[src/rtl/count_bcd_disp_pkg.sv]
// -----------------------------------------------------------------------------
// count_pkg
//   Shared definitions for the count_bcd_disp display stage: FSM state type,
//   seven-segment constants (bit order {g,f,e,d,c,b,a}, 1 = lit), the last
//   iteration index of the double-dabble engine, and the per-nibble
//   add-3 correction helper.
// -----------------------------------------------------------------------------
package count_pkg;

  typedef enum logic {
    IDLE  = 1'b0,
    SHIFT = 1'b1
  } state_t;

  localparam logic [6:0] SEG_0     = 7'h3F;
  localparam logic [6:0] SEG_1     = 7'h06;
  localparam logic [6:0] SEG_2     = 7'h5B;
  localparam logic [6:0] SEG_3     = 7'h4F;
  localparam logic [6:0] SEG_4     = 7'h66;
  localparam logic [6:0] SEG_5     = 7'h6D;
  localparam logic [6:0] SEG_6     = 7'h7D;
  localparam logic [6:0] SEG_7     = 7'h07;
  localparam logic [6:0] SEG_8     = 7'h7F;
  localparam logic [6:0] SEG_9     = 7'h6F;
  localparam logic [6:0] SEG_BLANK = 7'h00;

  // Eight input bits -> iterations 0..7.
  localparam logic [2:0] ITER_LAST = 3'd7;

  // Double-dabble correction: a nibble of 5 or more would exceed 9 after the
  // next doubling, so pre-add 3 to carry cleanly into the next decade.
  function automatic logic [3:0] dd_fix(input logic [3:0] n);
    return (n >= 4'd5) ? n + 4'd3 : n;
  endfunction

endpackage

[src/rtl/count_bcd_disp_if.sv]
// -----------------------------------------------------------------------------
// count_bcd_disp_if
//   Bundle of the conversion request and display result signals.
//   master : request side (drives start/bin, observes everything else)
//   slave  : count_bcd_disp itself
//   Signals:
//     start               conversion request, sampled only when idle
//     bin[7:0]            unsigned value to convert
//     busy                conversion in progress
//     done                one-cycle pulse, new digits valid
//     hund/tens/ones[3:0] registered BCD digits
//     seg_*[6:0]          seven-segment patterns {g,f,e,d,c,b,a}
// -----------------------------------------------------------------------------
interface count_bcd_disp_if;
  logic       start;
  logic [7:0] bin;
  logic       busy;
  logic       done;
  logic [3:0] hund;
  logic [3:0] tens;
  logic [3:0] ones;
  logic [6:0] seg_hund;
  logic [6:0] seg_tens;
  logic [6:0] seg_ones;

  modport master (
    output start, bin,
    input  busy, done, hund, tens, ones, seg_hund, seg_tens, seg_ones
  );

  modport slave (
    input  start, bin,
    output busy, done, hund, tens, ones, seg_hund, seg_tens, seg_ones
  );
endinterface

[src/rtl/count_bcd_disp_ssdec.sv]
// -----------------------------------------------------------------------------
// ssdec
//   Combinational BCD to seven-segment decoder, active-high segments,
//   bit order {g,f,e,d,c,b,a}. Non-decimal codes 10..15 light nothing.
//   Ports:
//     bcd[3:0]  digit in
//     seg[6:0]  segment pattern out
// -----------------------------------------------------------------------------
module ssdec
  import count_pkg::*;
(
  input  logic [3:0] bcd,
  output logic [6:0] seg
);

  always_comb begin
    // NOTE: a default assignment ahead of the case keeps every path driven,
    // so no latch is inferred for codes the case does not list.
    seg = SEG_BLANK;
    case (bcd)
      4'd0: seg = SEG_0;
      4'd1: seg = SEG_1;
      4'd2: seg = SEG_2;
      4'd3: seg = SEG_3;
      4'd4: seg = SEG_4;
      4'd5: seg = SEG_5;
      4'd6: seg = SEG_6;
      4'd7: seg = SEG_7;
      4'd8: seg = SEG_8;
      4'd9: seg = SEG_9;
      default: seg = SEG_BLANK;
    endcase
  end

endmodule

[src/rtl/count_bcd_disp.sv]
// -----------------------------------------------------------------------------
// count_bcd_disp
//   Display stage: converts an 8-bit binary value to three BCD digits with an
//   iterative shift-add-3 (double-dabble) engine, one bit per clock, holds the
//   digits in registers and drives three seven-segment patterns with optional
//   leading-zero blanking.
//   Parameters:
//     BLANK_LZ  1: blank leading zero hundreds/tens digits; ones never blanked
//   Ports:
//     clk    system clock, rising edge
//     rst_n  asynchronous active-low reset
//     bus    count_bcd_disp_if.slave (start/bin in; busy/done/digits/segs out)
//   Timing: start accepted at E0, shifts at E1..E8, digits + done at E8.
// -----------------------------------------------------------------------------
module count_bcd_disp
  import count_pkg::*;
#(
  parameter bit BLANK_LZ = 1'b1
) (
  input logic             clk,
  input logic             rst_n,
  count_bcd_disp_if.slave bus
);

  state_t      state;
  logic [7:0]  sr;
  logic [11:0] scr;
  logic [2:0]  cnt;
  logic        busy_q;
  logic        done_q;
  logic [3:0]  hund_q;
  logic [3:0]  tens_q;
  logic [3:0]  ones_q;

  logic [11:0] scr_fix;
  logic [11:0] scr_next;

  // All three nibbles are corrected from the same pre-shift value, then the
  // whole {scr, sr} pair moves left by one.
  always_comb begin
    scr_fix  = {dd_fix(scr[11:8]), dd_fix(scr[7:4]), dd_fix(scr[3:0])};
    scr_next = {scr_fix[10:0], sr[7]};
  end

  // NOTE: sequential state uses non-blocking assignments so every register
  // samples pre-edge values regardless of statement order.
  always_ff @(posedge clk or negedge rst_n) begin
    if (!rst_n) begin
      state  <= IDLE;
      sr     <= '0;
      scr    <= '0;
      cnt    <= '0;
      busy_q <= 1'b0;
      done_q <= 1'b0;
      hund_q <= '0;
      tens_q <= '0;
      ones_q <= '0;
    end else begin
      done_q <= 1'b0;
      case (state)
        IDLE: begin
          if (bus.start) begin
            sr     <= bus.bin;
            scr    <= '0;
            cnt    <= '0;
            busy_q <= 1'b1;
            state  <= SHIFT;
          end
        end
        SHIFT: begin
          scr <= scr_next;
          sr  <= {sr[6:0], 1'b0};
          cnt <= cnt + 3'd1;
          if (cnt == ITER_LAST) begin
            hund_q <= scr_next[11:8];
            tens_q <= scr_next[7:4];
            ones_q <= scr_next[3:0];
            done_q <= 1'b1;
            busy_q <= 1'b0;
            state  <= IDLE;
          end
        end
        default: state <= IDLE;
      endcase
    end
  end

  logic [6:0] dec_hund;
  logic [6:0] dec_tens;
  logic [6:0] dec_ones;

  ssdec u_dec_hund (.bcd(hund_q), .seg(dec_hund));
  ssdec u_dec_tens (.bcd(tens_q), .seg(dec_tens));
  ssdec u_dec_ones (.bcd(ones_q), .seg(dec_ones));

  logic blank_hund;
  logic blank_tens;

  // Tens is only a leading zero when hundreds is one too.
  always_comb begin
    blank_hund = BLANK_LZ && (hund_q == 4'd0);
    blank_tens = blank_hund && (tens_q == 4'd0);
  end

  assign bus.busy     = busy_q;
  assign bus.done     = done_q;
  assign bus.hund     = hund_q;
  assign bus.tens     = tens_q;
  assign bus.ones     = ones_q;
  assign bus.seg_hund = blank_hund ? SEG_BLANK : dec_hund;
  assign bus.seg_tens = blank_tens ? SEG_BLANK : dec_tens;
  assign bus.seg_ones = dec_ones;

endmodule

[src/flat_wrapper.sv]
// flat-port wrapper written by rule: the top's interface ports become plain ports
module count_bcd_disp_flat import count_pkg::*;
#(
  parameter bit BLANK_LZ = 1'b1
)
  (clk, rst_n, bus_start, bus_bin, bus_busy, bus_done, bus_hund, bus_tens, bus_ones, bus_seg_hund, bus_seg_tens, bus_seg_ones);
  count_bcd_disp_if bus_i ();
  input logic clk;
  input logic rst_n;
  input wire logic [$bits(bus_i.start)-1:0] bus_start;
  input wire logic [$bits(bus_i.bin)-1:0] bus_bin;
  output wire logic [$bits(bus_i.busy)-1:0] bus_busy;
  output wire logic [$bits(bus_i.done)-1:0] bus_done;
  output wire logic [$bits(bus_i.hund)-1:0] bus_hund;
  output wire logic [$bits(bus_i.tens)-1:0] bus_tens;
  output wire logic [$bits(bus_i.ones)-1:0] bus_ones;
  output wire logic [$bits(bus_i.seg_hund)-1:0] bus_seg_hund;
  output wire logic [$bits(bus_i.seg_tens)-1:0] bus_seg_tens;
  output wire logic [$bits(bus_i.seg_ones)-1:0] bus_seg_ones;
  assign bus_i.start = bus_start;
  assign bus_i.bin = bus_bin;
  assign bus_busy = bus_i.busy;
  assign bus_done = bus_i.done;
  assign bus_hund = bus_i.hund;
  assign bus_tens = bus_i.tens;
  assign bus_ones = bus_i.ones;
  assign bus_seg_hund = bus_i.seg_hund;
  assign bus_seg_tens = bus_i.seg_tens;
  assign bus_seg_ones = bus_i.seg_ones;
  count_bcd_disp #(.BLANK_LZ(BLANK_LZ)) u_core (.clk(clk), .rst_n(rst_n), .bus(bus_i));
endmodule
[config.mk]
export PLATFORM = sky130hd
export DESIGN_NAME = count_bcd_disp_flat
export DESIGN_NICKNAME = d
export VERILOG_FILES = /design/src/rtl/count_bcd_disp_pkg.sv /design/src/rtl/count_bcd_disp_if.sv /design/src/rtl/count_bcd_disp_ssdec.sv /design/src/rtl/count_bcd_disp.sv /design/src/flat_wrapper.sv
export SDC_FILE = /design/constraint.sdc
export NUM_CORES = 1
export LEC_CHECK = 0
export ABC_CLOCK_PERIOD_IN_PS = 3300
export CORE_MARGIN = 2
export CORE_UTILIZATION = 55
export DETAILED_ROUTE_END_ITERATION = 10
export PLACE_DENSITY = 0.83
export SYNTH_ARGS = -nofsm -noshare
export SYNTH_HDL_FRONTEND = slang
export SYNTH_SLANG_ARGS = --single-unit
[constraint.sdc]
create_clock -name clk -period 3.3 [get_ports clk]
set_clock_uncertainty 0.2 [all_clocks]
set_input_delay 0.66 -clock clk [delete_from_list [all_inputs] [get_ports clk]]
set_output_delay 0.66 -clock clk [all_outputs]
set_load 0.05 [all_outputs]
=== Word level (Yosys, flattened, before mapping) ===
Memories as Yosys holds them, arrays and structs flattened.
Index checks and enable logic that the tools add are counted.

* Output and inout bits: 35
* ROM bits: 336
* Logic and storage cells: 47
* Register bits after elaboration: 38
* Input port bits: 11
* Memories: 3

{| class="wikitable"
|+ Memory list
! name !! depth !! bits a word !! read ports !! clocked after Yosys merged registers in !! wr ports !! line !! source
|-
| (no name shown) || 16 || 7 || 1 || 0 || 0 || count_bcd_disp_ssdec.sv:20 || <nowiki>case (bcd)</nowiki>
|-
| (no name shown) || 16 || 7 || 1 || 0 || 0 || count_bcd_disp_ssdec.sv:20 ||
|-
| (no name shown) || 16 || 7 || 1 || 0 || 0 || count_bcd_disp_ssdec.sv:20 ||
|}

* $add $sub $neg: 4
* Muxes and demuxes: 19
* Reduce and logical (&&, ||, !) cells: 5
* $lt $le $gt $ge: 3
* Bitwise logic cells: 1
* Equal/unequal tests: 3

{| class="wikitable"
|+ Operators by type and width
! operator !! number
|-
| case mux 12 bit (2 select lines) || 1
|-
| case mux 8 bit (2 select lines) || 1
|-
| two-way mux 7 bit || 2
|-
| greater-or-equal comparator 4 x 3 -> 1 bit (second input constant) || 3
|-
| two-way mux 12 bit || 1
|-
| adder 4 x 2 -> 4 bit (second input constant) || 2
|-
| zero test 4 bit || 2
|-
| two-way mux 4 bit || 2
|-
| two-way mux 8 bit || 1
|-
| two-way mux 1 bit || 6
|-
| two-way mux 3 bit || 2
|-
| case mux 3 bit (2 select lines) || 1
|-
| inequality test 2 bit (second input constant) || 2
|-
| case mux 1 bit (2 select lines) || 2
|-
| AND reduction 2 bit || 2
|-
| adder 3 x 1 -> 3 bit (second input constant) || 1
|-
| adder 3 x 2 -> 3 bit (second input constant) || 1
|-
| == test 3 bit (second input constant) || 1
|-
| logical AND 1 bit || 1
|-
| inverter 1 bit || 1
|}

=== Longest topological paths before layout ===
Gate-level depths: netlist of the first run.

* Word-level depth: 3
* Gate-level depth with buffers: 8
* Gate-level depth less buffers: 6

=== Cells and area by module ===
From an unflattened synthesis of the first run, not the netlist that was laid out.

* Cell total of the unflattened synthesis: 299
* Area, all modules: 2,725.1 um^2

{| class="wikitable"
|+ By module, submodules not included
! module !! times used !! sequential area each (um^2) !! cells each !! area each (um^2)
|-
| count_bcd_disp || 1 || 950.9 || 219 || 2,102.0
|-
| ssdec at u_core.u_dec_ones ... || 2 || 0.0 || 26 || 201.4
|-
| ssdec at u_core.u_dec_hund || 1 || 0.0 || 28 || 220.2
|}

=== Least setup slack after synthesis of the first run ===
OpenSTA, ideal clock, no wires.

* Path type: register -> output
* Start: register u_core.hund_q[1], in the netlist u_core.bus.hund[1]
* End: output port bus_seg_tens[4]
* Required time: 2.440 ns
* Stages on the path, launching flop included: 7
* Arrival time: 2.218 ns
* Buffers on the path: 1
* Path slack: 0.222 ns
* Cell sequence: dfrtp_1 inv_1 ha_1 nand2b_1 or4_4 buf_6 a21boi_1

* Longest elaborated chain between the ends: 3

{| class="wikitable"
|+ RTL lines
! item !! line !! source
|-
| start, declared || count_bcd_disp.sv:31 || <nowiki>logic [3:0] hund_q;</nowiki>
|-
| start signal, assigned || count_bcd_disp.sv:75 || <nowiki>hund_q <= scr_next[11:8];</nowiki>
|-
| zero test 4 bit || count_bcd_disp.sv:101 || <nowiki>blank_hund = BLANK_LZ && (hund_q == 4'd0);</nowiki>
|-
| logical AND 1 bit || count_bcd_disp.sv:102 || <nowiki>blank_tens = blank_hund && (tens_q == 4'd0);</nowiki>
|-
| two-way mux 7 bit || count_bcd_disp.sv:111 || <nowiki>assign bus.seg_tens = blank_tens ? SEG_BLANK : dec_tens;</nowiki>
|-
| end, declared || flat_wrapper.sv:18 || <nowiki>output wire logic [$bits(bus_i.seg_tens)-1:0] bus_seg_tens;</nowiki>
|}

No other way between the ends.

=== Worst setup path after layout of the first run ===
* Start: register u_core.tens_q[1], in the netlist u_core.bus.tens[1]
* End: output port bus_seg_tens[2]

* Longest elaborated chain between the ends: 3
* Elaborated cells between the ends (all ways): 4
* Those cells by class: 1 x mux; 2 x reduce/logical; 1 x memory

{| class="wikitable"
|+ RTL lines
! item !! line !! source
|-
| start, declared || count_bcd_disp.sv:32 || <nowiki>logic [3:0] tens_q;</nowiki>
|-
| start signal, assigned || count_bcd_disp.sv:76 || <nowiki>tens_q <= scr_next[7:4];</nowiki>
|-
| branches (longest 2 deep; another with memory read (16 x 7 bit)) || n/a ||
|-
| two-way mux 7 bit * || count_bcd_disp.sv:111 ||
|}

Mark *: on every way between the ends.

==> flow_summary.yaml, run 1 <==
synthesis:
  synth.avg_cell_area_um2: 8.840
  yosys.area.top_type_share_pct: 36.84
  synth_edf_count: 0
  syn_inst: 292
  synth_ff_type: "dfrtp_1"
  syn_area_mm2: 0.002581
  synth_seq_area_share_pct: 36.84
  synth_most_common_cell: "dfrtp_1"
  yosys.area.top_type: "dfrtp_1"
  ys_types: 44
  synthTopCellsByArea: "dfrtp_1, ha_1, nand2_1"
  synth_commonest_cells: "dfrtp_1, nand2_1, ha_1, inv_1, o22ai_1"
  async_reset_ff_share_pct: 100.0
  syn_nets: 327
  ys_ff_latch: 38
  ys_warn_count: 0
floorplanning:
  initial_utilization_pct: 58.08
  dieArea_mm2: 0.005257
  fp-row-count: 24
  die_w_um: 72.51
  io_pins: 46
  design.core.area_mm2: 0.004444
  die_h_um: 72.51
setup_path:
  crit_fanout: 8
  endpoint_kind: "output port"
  cp.required_ns: 2.44
  rr_worst_depth: 6
  timing.rr.start: "u_core.cnt[0]"
  rr_endpoint: "u_core.bus.ones[1]"
  critical_path.startpoint_type: "register"
  cp_data_arrival_time_ns: 2.28
  path_class: "reg -> out"
  reg2reg_slack_ns: 0.97
cells_and_area:
  seq_area_um2: 950.9
  fillerInstances: 357
  multiInputGateArea_mm2: 0.001435
  antenna_cells: 0
  final_util_pct: 69.54
  drive_gt1_share_pct: 5.199
  final_area_mm2: 0.003090
  final_nets: 362
  synthToLayoutAreaGrowth_pct: 19.73
  post_layout_nonfiller_instances: 379
sta:
  maxSlewViolCount: 0
  timing.final.crit_share_pct: 95.27
  fmaxAchievable_ghz: 0.3181
  rsz0062_at_grt: "false"
  setup_viol: 0
  finalCriticalPeriod_ns: 3.144
  hold_violations: 0
  slew_headroom_pct: 44.37
  max_slew.worst_pin.slew_ns: 0.8344
  final.setup.tns_ns: 0
placement:
  placed_cell_area_mm2: 0.003020
  gp_congestion: 0.8339
  portBuffers: 45
  place_hpwl_mm: 3.704
  place_inst: 372
route:
  dr_total_vias: 2187
  routed_wl_mm: 5.213
  post_drt_wl_per_cell_um: 13.75
  drtPass1Iterations: 4
  first_iter_violations: 72
  drc: 0
  antenna_left: 0
  vias_per_cell: 5.770
clocking:
  cts_root_buf: "clkbuf_8"
  cts_tree: "built"
  numCtsBuffers: 5
  clk_pin_slew_ns: 0.07
  cts_max_level: 2
  cts_buffer_depth: 2
  cts_hold_buffers: 0
  clk_latency_ns: 0.28
  clock-sinks: 38
  post_cts_buffers: 0
global_routing:
  grt_max_degree: 39
  grt_usage_pct: 21.87
  antenna_found_initial: 0
  grt_pass1_wl_mm: 9.190
  grt_pass1_vias: 2030
  globalRoute.totalOverflow: 0
min_path:
  hold_path.class: "in -> async"
status:
  outcome: "finished clean"
run:
  maxCapViolCount: 0
## placed cells by master, fill, tap and decap left out, types with 3 or more instances in the layout
| cell type | instances |
|---|---|
| a2111o_1 | 6 |
| a211oi_1 | 3 |
| a21boi_0 | 3 |
| a21oi_1 | 10 |
| a31oi_1 | 3 |
| a32oi_1 | 3 |
| buf_4 | 5 |
| clkbuf_8 | 5 |
| clkdlybuf4s50_1 | 37 |
| dfrtp_1 | 38 |
| dlygate4sd2_1 | 7 |
| ha_1 | 24 |
| inv_1 | 21 |
| mux2i_1 | 9 |
| nand2_1 | 27 |
| nand2b_1 | 10 |
| nand3_1 | 14 |
| nor2_1 | 15 |
| nor2b_1 | 6 |
| nor3_1 | 3 |
| nor3b_1 | 3 |
| o21a_1 | 5 |
| o21ai_0 | 6 |
| o21ai_1 | 14 |
| o22ai_1 | 16 |
| o31ai_1 | 7 |
## worst max-delay path by stage
stage	start	endpoint	slack [ns]	depth (start not counted)
floorplan	u_core.bus.hund[1]	bus_seg_tens[4]	0.22	6
global placement	u_core.bus.tens[1]	bus_seg_tens[2]	0.26	6
detailed placement	u_core.bus.tens[1]	bus_seg_tens[2]	0.19	6
CTS	u_core.bus.tens[1]	bus_seg_tens[2]	0.15	6
global route	u_core.bus.tens[1]	bus_seg_tens[2]	0.05	6
finish	u_core.bus.tens[1]	bus_seg_tens[2]	0.16	6
## cell type report
| type | count | share of cell area, % |
|---|---|---|
| multi-input combinational | 209 | 46.44 |
| sequential | 38 | 30.77 |
| timing repair buffer | 50 | 15.34 |
| inverter | 23 | 2.794 |
| clock buffer | 5 | 2.227 |
| tap | 52 | 2.105 |
| clock inverter | 2 | 0.3239 |
## flip-flops by register name (all words and copies together), names as in the netlist
| name | flops |
|---|---|
| u_core.bus.busy | 1 |
| u_core.bus.done | 1 |
| u_core.bus.hund | 4 |
| u_core.bus.ones | 4 |
| u_core.bus.tens | 4 |
| u_core.cnt | 3 |
| u_core.scr | 12 |
| u_core.sr | 8 |
| u_core.state | 1 |
## routing by layer
| layer | part of all wire [%] | wire, µm | global-route usage (%) | vias to the layer above |
|---|---|---|---|---|
| met5 | 0 | 0 | 0 | - |
| met3 | 4.5 | 235 | 4.583 | 2 |
| met4 | 0.27 | 14 | 4.733 | 0 |
| li1 | - | - | - | 1111 |
| met1 | 49 | 2566 | 30.53 | 1020 |
| met2 | 46 | 2396 | 35.47 | 54 |
## through the flow
stage	hold WS [ns]	setup WS, ns
after CTS	0.2799	0.1523
after global placement	0.2643	0.2559
after floorplan	0.1644	0.2217
after detailed placement	0.2693	0.1904
final	0.2742	0.1562
after global routing	0.3187	0.05096
## cells by family (layout without fill, tap and decap cells)
family	Yosys count	in the layout	share of synthesized area, %
AOI/OAI and AO/OA	87	87	22.93
muxes	9	9	3.490
DFF	38	38	36.84
buffers and inverters	45	80	7.562
and+or+nand+nor	88	88	17.21
adders and majority gates	24	24	11.63
xor gates and xnor gates	1	1	0.3394
## repair_timing
action,4_1_cts,5_1_grt
resized for setup,7,0
setup endpoints to repair,7,0
hold endpoints to repair,0,0
## critical path: stages, from the launching register on
cell and delay, ns:
dfrtp_1 0.47, inv_1 0.14, ha_1 0.23, nand2b_4 0.06, or4_4 0.52, and2_1 0.16
dlygate4sd2_1 0.41
Power of run 1 is left out: the tool's default activity adds up to more than one toggle a clock period on the data nets, which glitch-free logic cannot reach.
==> run 2: changes to the inputs <==
Settings changed: PLACE_DENSITY 0.83 to unset, PLACE_DENSITY_LB_ADDON set to 0.12.
==> run 2 against run 1 <==
Via count decreased by 0.78%. Sequential cell count unchanged. Critical path depth unchanged. Cell count grew 0.26%. Count of clock-buffer cells in the layout unchanged. Core utilization grew 0.79 points. Register-to-register slack is essentially flat. Routed wire length fell by 2.6%. Hold slack got worse by 0.027 ns. Non-clock buffer count unchanged. Setup slack improved by 0.020 ns. Largest cell class unchanged. Highest routed layer unchanged.
==> flow_summary.yaml, run 2 (synthesized netlist as in run 1, its figures left out) <==
setup_path:
  reg2reg_slack_ns: 0.96
  crit_chain: "inv_1, ha_1, nand2b_4, or4_4, and2_1, dlygate4sd2_1"
  critical_path.startpoint_type: "register"
  slowest_stage: "or4_4"
  cp-startpoint: "u_core.bus.tens[0]"
  timing.rr.start: "u_core.cnt[0]"
  cp_data_arrival_time_ns: 2.26
  path_buf_inv: 2
  cp.required_ns: 2.44
  worst-path-stages: 6
  crit_path_end: "bus_seg_tens[2]"
  endpoint_kind: "output port"
  crit_family: "simple AND/OR/NAND/NOR gates"
  rr_worst_depth: 6
  path_class: "reg -> out"
  crit_fanout: 7
  max_stage_delay_ns: 0.52
  rr_endpoint: "u_core.bus.ones[1]"
route:
  antenna_left: 0
  drc: 0
  dr_total_vias: 2170
  vias_per_cell: 5.711
  first_iter_violations: 72
  drtPass1Iterations: 4
  post_drt_wl_per_cell_um: 13.36
  routed_wl_mm: 5.076
sta:
  timing.final.crit_share_pct: 94.66
  maxSlewViolCount: 0
  max_slew.worst_pin.slew_ns: 0.8089
  slew_headroom_pct: 46.07
  hold_violations: 0
  setup_viol: 0
  fmaxAchievable_ghz: 0.3201
  final.setup.tns_ns: 0
  finalCriticalPeriod_ns: 3.124
  rsz0062_at_grt: "false"
floorplanning:
  design.core.area_mm2: 0.004444
  dieArea_mm2: 0.005257
  die_h_um: 72.51
  io_pins: 46
  die_w_um: 72.51
  initial_utilization_pct: 58.08
  fp-row-count: 24
placement:
  gp_congestion: 0.8449
  place_hpwl_mm: 3.631
  portBuffers: 45
run:
  maxCapViolCount: 0
clocking:
  cts_max_level: 2
  cts_buffer_depth: 2
  clk_pin_slew_ns: 0.07
  cts_hold_buffers: 0
  numCtsBuffers: 5
  clk_latency_ns: 0.30
  post_cts_buffers: 0
  cts_root_buf: "clkbuf_8"
  cts_tree: "built"
  clock-sinks: 38
cells_and_area:
  final_nets: 362
  synthToLayoutAreaGrowth_pct: 21.09
  seq_area_um2: 950.9
  largest-register: "u_core.scr"
  largest_reg_flops: 12
  fillerInstances: 365
  final_common_cell: "dfrtp_1"
  top_regs: "u_core.scr: 12 flops, u_core.sr: 8 flops"
  multiInputGateArea_mm2: 0.001435
  antenna_cells: 0
  drive_gt1_share_pct: 5.488
  layout_common_cells: "dfrtp_1, clkdlybuf4s50_1, nand2_1"
global_routing:
  use_met2_pct: 33.54
  grt_pass1_wl_mm: 8.866
  antenna_found_initial: 0
  grt_pass1_vias: 1971
  globalRoute.totalOverflow: 0
  gr-max-usage-layer: "met2"
  met3_usage_pct: 4.444
  grt_usage_pct: 21.16
  grt_max_degree: 39
  grt_util_met1_pct: 29.01
min_path:
  hold_path.class: "in -> async"
status:
  outcome: "finished clean"
[run 2: layout make-up]
type	instances	share of cell area (%)
multi-input combinational	209	45.92
sequential	38	30.42
timing repair buffer	50	15.17
inverter	23	2.762
clock buffer	5	2.202
tap	52	2.082
clock inverter	3	1.441
[run 2: worst min-delay path by stage]
stage	startpoint	to	slack, ns	cells after the start
2_1_floorplan	rst_n	u_core.bus.busy	0.16	0
3_3_place_gp	u_core.sr[5]	u_core.sr[6]	0.27	2
3_5_place_dp	u_core.cnt[0]	u_core.cnt[0]	0.27	1
4_1_cts	rst_n	u_core.sr[1]	0.28	1
5_1_grt	u_core.cnt[0]	u_core.cnt[0]	0.30	1
6_report	rst_n	u_core.sr[5]	0.25	1
[run 2: repair_timing]
item | CTS | global route
endpoints found under the hold margin | 0 | 0
endpoints found under the setup margin | 7 | 0
resized for setup | 7 | 0
[run 2: stage by stage]
step                      setup WS (ns)  hold WS [ns]  area, µm²  std cells  util, %
after floorplan                  0.2217        0.1644       2581        292        -
after global placement           0.2540        0.2674       3020        372    67.96
after detailed placement         0.2114        0.2677       3020        372    67.96
after CTS                        0.1600        0.2773       3126        380    70.33
after global routing            0.04126        0.3000       3126        380    70.33
final                            0.1762        0.2477       3126        380    70.33
[run 2: worst register-to-register path, cell delays in order (launching register included)]
cell      delay [ns]
dfrtp_1         0.40
ha_1            0.20
ha_1            0.26
nand2_1         0.52
inv_2           0.26
a31oi_1         0.22
o311ai_1        0.13
[run 2: metal layers]
layer / vias to the layer above / part of all wire (%)
li1: 1111 / -
met1: 1005 / 51
met2: 46 / 44
met3: 8 / 4.0
met4: 0 / 1.5
met5: - / 0
Power of run 2 is left out for the same reason.
==> run 3: changes to the inputs <==
Settings changed: CTS_CLUSTER_SIZE set to 20, HOLD_SLACK_MARGIN set to 0.08.
==> results of run 3 <==
The final DEF is identical to that of run 2; final timing and power are the same.
Power of run 3 is left out for the same reason.
